## src/rtl/people_counter_pkg.sv

```systemverilog
// people_counter_pkg: shared SBqM occupancy width, saturation ceiling and debounce FSM states
// Contents:
//   CNT_W       - occupancy width; the waiting-time lookup memories reuse it
//   MAX_COUNT   - saturation ceiling, at most 2^CNT_W-1
//   deb_state_t - debounce FSM states {STABLE, CHANGING}
package sbqm_pkg;
    localparam int CNT_W     = 3;
    localparam int MAX_COUNT = 7;
    typedef enum logic {STABLE, CHANGING} deb_state_t;
endpackage

```

## src/rtl/people_counter_if.sv

```systemverilog
// people_counter_if: sensor inputs and occupancy/flag outputs of the queue people counter
// Signals:
//   front_sensor, back_sensor - raw photocells, high = beam broken (master drives)
//   pcount, empty, full       - registered occupancy and flags (slave drives)
//   overflow_err, underflow_err - one-cycle illegal-event pulses (slave drives)
interface people_counter_if;
    import sbqm_pkg::*;
    logic             front_sensor;
    logic             back_sensor;
    logic [CNT_W-1:0] pcount;
    logic             empty;
    logic             full;
    logic             overflow_err;
    logic             underflow_err;
    modport master (output front_sensor, back_sensor,
                    input  pcount, empty, full, overflow_err, underflow_err);
    modport slave  (input  front_sensor, back_sensor,
                    output pcount, empty, full, overflow_err, underflow_err);
endinterface

```

## src/rtl/people_counter_sensor_conditioner.sv

```systemverilog
// sensor_conditioner: synchronize, debounce and rising-edge-detect one raw photocell
// Ports:
//   clk, rst_n - clock, asynchronous active-low reset
//   i_raw      - raw asynchronous sensor level
//   o_pulse    - registered one-cycle pulse on each accepted 0->1 level change
module sensor_conditioner
    import sbqm_pkg::*;
#(
    parameter int DEBOUNCE_CYCLES = 4
) (
    input  logic clk,
    input  logic rst_n,
    input  logic i_raw,
    output logic o_pulse
);
    localparam int CW = $clog2(DEBOUNCE_CYCLES + 1);
    logic          r_sync1, r_sync2, r_stable, r_pulse;
    deb_state_t    r_state, w_state;
    logic [CW-1:0] r_cnt, w_cnt, w_cur;
    logic          w_mis, w_flip;
    // r_cnt holds the number of mismatching samples already seen; the current
    // mismatch sample is the DEBOUNCE_CYCLES-th when r_cnt reaches DEBOUNCE_CYCLES-1
    always_comb begin
        w_mis   = r_sync2 != r_stable;
        w_cur   = (r_state == CHANGING) ? r_cnt : '0;
        w_flip  = w_mis && (w_cur == CW'(DEBOUNCE_CYCLES - 1));
        w_state = (w_mis && !w_flip) ? CHANGING : STABLE;
        w_cnt   = (w_mis && !w_flip) ? w_cur + CW'(1) : '0;
    end
    always_ff @(posedge clk or negedge rst_n) begin
        if (!rst_n) begin
            r_sync1  <= 1'b0;
            r_sync2  <= 1'b0;
            r_state  <= STABLE;
            r_cnt    <= '0;
            r_stable <= 1'b0;
            r_pulse  <= 1'b0;
        end else begin
            r_sync1  <= i_raw;
            r_sync2  <= r_sync1;
            r_state  <= w_state;
            r_cnt    <= w_cnt;
            r_stable <= r_stable ^ w_flip;
            r_pulse  <= w_flip & ~r_stable;
        end
    end
    assign o_pulse = r_pulse;
endmodule

```

## src/rtl/people_counter.sv

```systemverilog
// people_counter: bank-queue occupancy counter fed by debounced entry/exit photocells
// Ports:
//   clk, rst_n - clock, asynchronous active-low reset
//   bus        - people_counter_if.slave: raw sensors in; pcount, empty, full,
//                overflow_err, underflow_err out (all registered)
module people_counter
    import sbqm_pkg::*;
#(
    parameter int DEBOUNCE_CYCLES = 4
) (
    input  logic             clk,
    input  logic             rst_n,
    people_counter_if.slave  bus
);
    logic             w_ent_p, w_ext_p;
    logic             w_inc, w_dec, w_ovf, w_udf;
    logic [CNT_W-1:0] r_pcount, w_next;
    logic             r_empty, r_full, r_ovf, r_udf;
    sensor_conditioner #(.DEBOUNCE_CYCLES(DEBOUNCE_CYCLES)) u_front (
        .clk(clk), .rst_n(rst_n), .i_raw(bus.front_sensor), .o_pulse(w_ent_p)
    );
    sensor_conditioner #(.DEBOUNCE_CYCLES(DEBOUNCE_CYCLES)) u_back (
        .clk(clk), .rst_n(rst_n), .i_raw(bus.back_sensor), .o_pulse(w_ext_p)
    );
    // simultaneous entry and exit cancel out, so neither saturates nor errors
    always_comb begin
        w_inc  = w_ent_p && !w_ext_p && (r_pcount != CNT_W'(MAX_COUNT));
        w_ovf  = w_ent_p && !w_ext_p && (r_pcount == CNT_W'(MAX_COUNT));
        w_dec  = w_ext_p && !w_ent_p && (r_pcount != '0);
        w_udf  = w_ext_p && !w_ent_p && (r_pcount == '0);
        w_next = w_inc ? r_pcount + CNT_W'(1) : w_dec ? r_pcount - CNT_W'(1) : r_pcount;
    end
    always_ff @(posedge clk or negedge rst_n) begin
        if (!rst_n) begin
            r_pcount <= '0;
            r_empty  <= 1'b1;
            r_full   <= 1'b0;
            r_ovf    <= 1'b0;
            r_udf    <= 1'b0;
        end else begin
            r_pcount <= w_next;
            r_empty  <= w_next == '0;
            r_full   <= w_next == CNT_W'(MAX_COUNT);
            r_ovf    <= w_ovf;
            r_udf    <= w_udf;
        end
    end
    assign bus.pcount        = r_pcount;
    assign bus.empty         = r_empty;
    assign bus.full          = r_full;
    assign bus.overflow_err  = r_ovf;
    assign bus.underflow_err = r_udf;
endmodule

```

## src/flat_wrapper.sv

```systemverilog
// flat-port wrapper written by rule: the top's interface ports become plain ports
module people_counter_flat import sbqm_pkg::*;
#(
    parameter int DEBOUNCE_CYCLES = 4
)
  (clk, rst_n, bus_front_sensor, bus_back_sensor, bus_pcount, bus_empty, bus_full, bus_overflow_err, bus_underflow_err);
  people_counter_if bus_i ();
  input  logic clk;
  input  logic rst_n;
  input wire logic [$bits(bus_i.front_sensor)-1:0] bus_front_sensor;
  input wire logic [$bits(bus_i.back_sensor)-1:0] bus_back_sensor;
  output wire logic [$bits(bus_i.pcount)-1:0] bus_pcount;
  output wire logic [$bits(bus_i.empty)-1:0] bus_empty;
  output wire logic [$bits(bus_i.full)-1:0] bus_full;
  output wire logic [$bits(bus_i.overflow_err)-1:0] bus_overflow_err;
  output wire logic [$bits(bus_i.underflow_err)-1:0] bus_underflow_err;
  assign bus_i.front_sensor = bus_front_sensor;
  assign bus_i.back_sensor = bus_back_sensor;
  assign bus_pcount = bus_i.pcount;
  assign bus_empty = bus_i.empty;
  assign bus_full = bus_i.full;
  assign bus_overflow_err = bus_i.overflow_err;
  assign bus_underflow_err = bus_i.underflow_err;
  people_counter #(.DEBOUNCE_CYCLES(DEBOUNCE_CYCLES)) u_core (.clk(clk), .rst_n(rst_n), .bus(bus_i));
endmodule
```

## config.mk

```make
export PLATFORM = sky130hd
export DESIGN_NAME = people_counter_flat
export DESIGN_NICKNAME = d
export VERILOG_FILES = /design/src/rtl/people_counter_pkg.sv /design/src/rtl/people_counter_if.sv /design/src/rtl/people_counter_sensor_conditioner.sv /design/src/rtl/people_counter.sv /design/src/flat_wrapper.sv
export SDC_FILE = /design/constraint.sdc
export NUM_CORES = 1
export LEC_CHECK = 0
export BUFFER_PORTS_ARGS = -buffer_cell sky130_fd_sc_hd__buf_2
export CORE_MARGIN = 4
export CORE_UTILIZATION = 35
export DETAILED_ROUTE_END_ITERATION = 16
export GPL_TIMING_DRIVEN = 0
export PLACE_DENSITY = 0.56
export SYNTH_ARGS = -nofsm -noshare
export SYNTH_HDL_FRONTEND = slang
export SYNTH_SLANG_ARGS = --single-unit
```

## constraint.sdc

```tcl
create_clock -name clk -period 1.9 [get_ports clk]
set_input_delay 0.19 -clock clk [delete_from_list [all_inputs] [get_ports clk]]
set_output_delay 0.19 -clock clk [all_outputs]
set_load 0.01 [all_outputs]
```

**Word level (Yosys, flattened, before mapping)**

Cells that the tools add are included.

- Bits in registers: 23
- Bits of input ports: 4
- Output and inout bits: 7
- Logic and storage cells: 59

- $add $sub $neg: 4
- Equality and inequality tests: 7
- Muxes and demuxes: 8
- Bitwise gates (word level): 6
- Reduce and logical (&&, ||, !) cells: 17

Operators by type and width:

| operator | number |
|---|---|
| $mux W3 | 6 |
| $logic_and A1 B1 Y1 | 10 |
| $add A3 B1 Y3 const B | 3 |
| $eq A3 B2 Y1 const B | 2 |
| $eq A3 B3 Y1 const B | 2 |
| $logic_not A3 Y1 | 2 |
| $logic_not A1 Y1 | 4 |
| $ne A3 B3 Y1 const B | 1 |
| $reduce_bool A3 Y1 | 1 |
| $sub A3 B1 Y3 const B | 1 |
| $and A1 B1 Y1 | 2 |
| $mux W1 | 2 |
| $ne A1 B1 Y1 | 2 |
| $not A1 Y1 | 2 |
| $xor A1 B1 Y1 | 2 |

**Logic depth before layout (Yosys ltp)**

Gate-level depths: netlist of the first run.

- Depth after elaboration: 6
- Depth in mapped cells: 6

**By module**

Synthesis of the first run repeated with hierarchy kept, for this count alone.

- Cell total of the unflattened synthesis: 79
- Area total of the unflattened synthesis: 993.5 um^2

By module, submodules not included:

| module | instances | cells each | area each (um^2) |
|---|---|---|---|
| sensor_conditioner | 2 | 22 | 299.0 |
| people_counter | 1 | 35 | 395.4 |

**Worst setup path after synthesis of the first run**

Ideal clock, no wire load.

- Path type: register -> register
- From: register u_core.r_pcount[0] (netlist: u_core.bus.pcount[0])
- To: register u_core.r_full (netlist: u_core.bus.full)
- Library setup time: 0.067 ns
- Data arrival time: 1.564 ns
- Setup slack: 0.270 ns
- Cell stages (with the launch flop): 7
- Path buffers: 0
- Cell sequence: dfrtp_1 inv_1 ha_1 nor2b_1 or3_1 a31oi_2 and3_1

- Longest elaborated chain between the ends: 5
- Elaborated cells between the ends (all ways): 9
- Those cells by class: 2 x add/sub; 2 x eq/ne; 2 x mux; 3 x reduce/logical

RTL lines:

| element | line | text |
|---|---|---|
| start, declared | people_counter.sv:17 | `logic [CNT_W-1:0] r_pcount, w_next;` |
| start signal, assigned | people_counter.sv:41 | `r_pcount <= w_next;` |
| parallel branches: the longest is 3 deep, another holds $sub A3 B1 Y3 | n/a |  |
| $mux W3 * | people_counter.sv:31 | `w_next = w_inc ? r_pcount + CNT_W'(1) : w_dec ? r_pcount - CNT_W'(1) : r_pcount;` |
| named net u_core.w_next[1] | people_counter.sv:17 |  |
| $eq A3 B3 Y1 * | people_counter.sv:43 | `r_full <= w_next == CNT_W'(MAX_COUNT);` |
| end signal, assigned | people_counter.sv:43 |  |
| end, declared | people_counter.sv:18 | `logic r_empty, r_full, r_ovf, r_udf;` |

Mark *: on every way through the listed nets, which the timed path passes.

**Final worst setup path of the first run**

Same ends and word-level chain as after synthesis.

==> impl_metrics.csv, run 1 <==
group,metric,value,unit
placed_design,place.gp.congestion,0.694,
yosys,synth_cell_types,26,
drt,wl_met1,612,um
cts,numCtsBuffers,3,
setup_path,critPathCaptureType,"register",
die,io_pins,11,
setup_path,crit_type,"register to register",
grt,gr-total-overflow,0,
layout,fin_nets,109,
die,dieWidth,60.9,um
drt,drt_iter0_markers,5,
min_path,hp-class,"input pin to asynchronous set/reset pin",
timing,max_freq,592,MHz
grt,track_usage,0.0918,
power_and_ir_drop,leakage,0.539,nW
layout,area_growth_syn_to_layout,15.1,%
layout,fillers,254,
yosys,synth_cells,79,
cts,cts_setup_buffers,0,
layout,multi_input_area,384,sq um
yosys,syn-cell-area,980,sq um
setup_path,crit_path_max_fanout,4,
layout,num_antenna_cells,0,
yosys,yosys_register_bits,23,
cts,tritoncts,"done",
die,start_util,0.382,
grt,antenna_found_initial,0,
die,fp.dieH,60.9,um
layout,seqCellArea,577,sq um
cts,clock_sinks,23,
cts,clk_pin_slew,0.13,ns
yosys,postSynthNetCount,91,
drt,num_vias,602,
timing,slew_violations,0,
timing,min_period_over_period,0.888,
timing,finalSetupViolations,0,
cts,cts_root_buf,"clkbuf_4",
grt,grt_pass1_wl,2.44,mm
drt,wire_per_inst,11.0,um
cts,cts_hold_buf,3,
layout,finish.utilization,0.439,
setup_path,crit_path_start_kind,"register",
outcome,status,"completed",
drt,antenna_left,0,
timing,tns,0,ns
power_and_ir_drop,power,1.29,mW
drt,routed_wl,1.39,mm
grt,grt_start_max_net_pins,24,
power_and_ir_drop,peakVddDrop,0.000635,V
drt,dr_wl_met2,663,um
timing,rsz0062_at_grt,"false",
die,die-area,3710,sq um
grt,grt_pass1_vias,588,
yosys,synth-seq-area-share,0.589,
cts,cts_resized,0,
layout,layout_common_cells,"dfrtp_1 (22), buf_2 (10), ha_1 (8)",
drt,dr.pass1.iters,2,
setup_path,required,2.16,ns
timing,worst_clock_skew,0.00246,ns
placed_design,portBuffers,10,
die,core_area,2570,sq um
timing,post-route-min-period,1.69,ns
cts,clk_path_buf_depth,2,
drt,drc,0,
cts,h-tree-depth,1,
drt,wl_met3,99,um
drt,topRoutingLayerUsed,"met4",
run,max_cap_violations,0,
die,num_rows,18,
placed_design,dp_hpwl,1.06,mm
timing,timing.hold.ws,0.352,ns
drt,viasPerCell,4.78,
layout,drive_gt1_frac,0.219,
cts,clock_latency,0.31,ns
timing,tightest_slew,0.485,ns
yosys,syn_area_per_cell,12.4,sq um
yosys,yosysWarnings,0,
power_and_ir_drop,power_density,1150,nW/um^2
timing,hold_violations,0,
setup_path,cp.arrival,1.95,ns
layout,final_common_cell,"dfrtp_1",
timing,relSlewSlack,0.677,
logic make-up after synthesis:
kind of cell	Yosys count	share of synthesized area
mux	1	0.0115
fa+ha+maj	8	0.102
buf+inv	5	0.0192
xor+xnor	3	0.0268
simple gates	32	0.195
flops	23	0.589
compound gates	7	0.0562
worst max-delay path, stage by stage, from the launching register on:
cell and delay [ns]:
dfrtp_1 0.42, inv_1 0.10, ha_1 0.22, nor2b_1 0.16, or3_1 0.37, a31oi_2 0.20, and3_1 0.17
cell type report:
cell class / instances / area share
Multi-Input combinational cell: 51 / 0.341
Timing Repair Buffer: 13 / 0.0710
Clock buffer: 3 / 0.0200
Tap cell: 30 / 0.0333
Sequential cell: 23 / 0.512
Clock inverter: 1 / 0.00666
Inverter: 5 / 0.0166
worst paths after layout:
path / slack, ns / cells past startpoint / start / to
setup reg to reg: 0.21 / 6 / u_core.bus.pcount[0] / u_core.bus.full
hold reg to reg: 0.37 / 0 / u_core.u_back.r_sync1 / u_core.u_back.r_sync2
min in group clk: 0.37 / 0 / u_core.u_back.r_sync1 / u_core.u_back.r_sync2
hold / removal: 0.35 / 2 / rst_n / asynchronous set/reset pin
max in group asynchronous: 1.20 / 2 / rst_n / u_core.bus.empty
setup / recovery: 0.21 / 6 / u_core.bus.pcount[0] / u_core.bus.full
cell usage after synthesis:
cell type  instances  area share
dfrtp_1           22        0.56
ha_1               8        0.10
and2_1             7       0.045
nor2_1             6       0.023
inv_1              5       0.019
nand2_1            4       0.015
nor3_1             4       0.020
xnor2_1            3       0.027
nand2b_1           2       0.013
o21ai_0            2       0.010
a21oi_1            1      0.0051
a31oi_2            1       0.013
and3_1             1      0.0064
and3_2             1      0.0077
and3b_1            1      0.0089
dfstp_2            1       0.027
mux2_2             1       0.011
nand2b_4           1       0.014
nand3b_1           1      0.0077
nor2b_1            1      0.0064
nor3b_1            1      0.0077
o211ai_2           1       0.013
o22ai_1            1      0.0064
o311ai_0           1      0.0089
or3_1              1      0.0064
or4b_4             1       0.014
power by group:
group / internal [mW] / total (mW) / switching, mW
sequential: 0.615 / 0.688 / 0.0724
combinational: 0.174 / 0.376 / 0.202
clock: 0.0803 / 0.229 / 0.149
per-stage QoR:
| stage | std cells | setup slack [ns] | cell area [sq um] |
|---|---|---|---|
| 3_3_place_gp | 119 | 0.236 | 1070 |
| 3_5_place_dp | 119 | 0.211 | 1070 |
| 4_1_cts | 126 | 0.186 | 1130 |
| 5_1_grt | 126 | 0.0725 | 1130 |
| 2_1_floorplan | 79 | 0.270 | 980 |
| 6_report | 126 | 0.212 | 1130 |
layer usage:
metal / track usage / up-vias
li1: - / 299
met1: 0.103 / 289
met2: 0.154 / 12
met3: 0.0447 / 2
met4: 0.0279 / 0
met5: 0 / -
Note: power is estimated with default switching activity, not from simulation.
==> run 2, diff against run 1 <==
--- a/config.mk
+++ b/config.mk
@@ -15,2 +15,3 @@
 export SYNTH_HDL_FRONTEND = slang
+export SYNTH_HIERARCHICAL = 1
 export SYNTH_SLANG_ARGS = --single-unit
==> constraint.sdc (replaced) <==
create_clock -name clk -period 1.9 [get_ports clk]
set_input_delay 0.38 -clock clk [delete_from_list [all_inputs] [get_ports clk]]
set_output_delay 0.38 -clock clk [all_outputs]
set_load 0.01 [all_outputs]
==> impl_metrics.csv, run 2 <==
group,metric,value,unit
placed_design,portBuffers,10,
power_and_ir_drop,leakage,0.592,nW
setup_path,crit_path_start_kind,"register",
power_and_ir_drop,p_sw_frac,0.316,
cts,clock_sinks,23,
timing,min_period_over_period,0.987,
setup_path,crit_path_max_fanout,4,
grt,antenna_found_initial,0,
grt,track_usage,0.0960,
yosys,synth-edff-count,0,
cts,clk_pin_slew,0.12,ns
die,core_area,2730,sq um
yosys,synthArstFlopShare,1.00,
yosys,synth_most_common_cell,"dfrtp_1",
setup_path,regToRegSetupSlack,0.02,ns
layout,num_antenna_cells,0,
layout,drive_gt1_frac,0.351,
yosys,synth_top_cells_by_area,"dfrtp_1 (55%), ha_1 (10%), nor3b_2 (3.8%)",
die,dieWidth,61.3,um
cts,cts_root_buf,"clkbuf_4",
drt,drc,0,
setup_path,cp.arrival,2.11,ns
grt,grt_pass1_wl,2.66,mm
setup_path,startpoint,"u_core/bus.pcount[0]",
placed_design,place.gp.congestion,0.737,
power_and_ir_drop,switchingPower,0.433,mW
yosys,synthTopCellsByCount,"dfrtp_1 (22), nor2_1 (9), ha_1 (8), nand2_1 (6), inv_1 (5)",
cts,clock_latency,0.30,ns
grt,grt_start_max_net_pins,24,
power_and_ir_drop,combPwrFrac,0.345,
yosys,synth_cell_types,23,
setup_path,r2r-start,"u_core/bus.pcount[0]",
timing,slew_violations,0,
drt,drt_iter0_markers,10,
layout,finalNonFillerCells,128,
yosys,synth_cells,79,
timing,max_freq,533,MHz
power_and_ir_drop,power_density,1150,nW/um^2
setup_path,crit_end,"u_core/bus.full",
power_and_ir_drop,power,1.37,mW
power_and_ir_drop,p_clk_frac,0.160,
yosys,synthFlopType,"dfrtp_1",
yosys,yosys_register_bits,23,
setup_path,ff2ff_path_depth,7,
power_and_ir_drop,p_int,0.938,mW
drt,dr.pass1.iters,3,
layout,stdcell_area,1190,sq um
drt,antenna_left,0,
drt,viasPerCell,4.70,
power_and_ir_drop,power_frac_seq,0.495,
min_path,hp-class,"input pin to asynchronous set/reset pin",
yosys,synth-seq-area-share,0.581,
timing,rsz0062_at_grt,"true",
timing,worst_clock_skew,0.00344,ns
timing,tightest_slew,0.496,ns
placed_design,post_dp_cell_area,1090,sq um
grt,grt_pass1_vias,632,
die,num_rows,19,
outcome,status,"completed",
drt,routed_wl,1.48,mm
yosys,yosysWarnings,6,
die,start_util,0.363,
setup_path,critPathCaptureType,"register",
cts,clk_path_buf_depth,2,
yosys,syn_area_per_cell,12.6,sq um
die,die-area,3750,sq um
cts,numCtsBuffers,3,
cts,h-tree-depth,1,
layout,final_common_cell,"dfrtp_1",
die,io_pins,11,
layout,fillers,253,
power_and_ir_drop,peakVddDrop,0.000553,V
grt,gr-total-overflow,0,
layout,finish.utilization,0.436,
layout,fin_nets,110,
layout,layout_common_cells,"dfrtp_1 (22), buf_2 (10), nor2_1 (9)",
timing,tns,0,ns
timing,finalSetupViolations,0,
layout,area_growth_syn_to_layout,20.0,%
timing,relSlewSlack,0.670,
setup_path,worstReg2RegEnd,"u_core/bus.full",
die,fp.dieH,61.3,um
setup_path,crit_type,"register to register",
yosys,yosys.area.top_type,"dfrtp_1",
yosys,syn-cell-area,993,sq um
setup_path,required,2.14,ns
yosys,synth_top_area_share,0.554,
drt,num_vias,602,
placed_design,dp_cells,120,
cts,tritoncts,"done",
drt,wire_per_inst,11.6,um
cts,cts_hold_buf,0,
run,max_cap_violations,0,
timing,hold_violations,0,
placed_design,dp_hpwl,1.05,mm
timing,post-route-min-period,1.88,ns
yosys,postSynthNetCount,91,
run 2: cells by family (layout without fill, tap and decap cells):
group	after synthesis	count (layout)	synth area share
xor gates and xnor gates	3	3	0.0416
and+or+nand+nor	31	31	0.185
AOI/OAI and AO/OA	7	7	0.0516
muxes	2	2	0.0214
DFF	23	23	0.581
adders and majority gates	8	8	0.101
buffers and inverters	5	23	0.0189
run 2: final cells by class:
| class | instances | area (sq um) | share of cell area |
|---|---|---|---|
| multi-input cells | 51 | 452 | 0.379 |
| flip-flops and latches | 23 | 577 | 0.484 |
| clock buffers | 4 | 26.3 | 0.0220 |
| inverters | 5 | 18.8 | 0.0157 |
| repair buffers | 14 | 80.1 | 0.0672 |
| well taps | 31 | 38.8 | 0.0325 |
run 2: metal layers:
| metal | global-route usage | vias up | routed length, um |
|---|---|---|---|
| li1 | - | 301 | - |
| met1 | 0.125 | 291 | 707 |
| met2 | 0.145 | 8 | 685 |
| met3 | 0.0294 | 2 | 76 |
| met4 | 0.0464 | 0 | 10 |
| met5 | 0 | - | 0 |
run 2: how the worst min path moves through the flow:
stage | slack (ns) | cells after the start | to
finish | 0.02 | 1 | u_core/u_back/r_cnt[2]
global route | 0.04 | 1 | u_core/u_back/r_cnt[2]
CTS | 0.03 | 1 | u_core/u_back/r_state
detailed placement | 0.34 | 0 | u_core/u_front/r_sync2
global placement | 0.34 | 0 | u_core/u_front/r_sync2
floorplan | 0.08 | 0 | u_core/bus.full
run 2: critical path, cell delays in order (launching register included):
cell,delay [ns]
dfrtp_1,0.42
inv_2,0.07
ha_4,0.16
nor2b_4,0.13
nor3b_4,0.24
mux2_4,0.33
or3b_1,0.35
a21boi_1,0.12
run 2: timing repair:
| item | 4_1_cts | 5_1_grt |
|---|---|---|
| buffers inserted | 3 | 1 |
| pin swaps | 3 | 5 |
| resized for setup | 7 | 3 |
| setup endpoints to repair | 1 | 2 |
run 2: power by group through the flow:
stage	sequential [mW]	combinational, mW	clock (mW)
after floorplan	0.690	0.276	0
after global placement	0.681	0.377	0
after detailed placement	0.688	0.387	0
after CTS	0.681	0.465	0.236
after global routing	0.696	0.541	0.258
final	0.679	0.472	0.219
run 2: stage by stage:
stage               hold WS (ns)  setup slack [ns]
global placement           0.336           -0.0718
detailed placement         0.341           -0.0760
floorplan                 0.0844          0.000486
finish                    0.0226            0.0242
global route              0.0406           -0.0824
CTS                       0.0314           0.00164
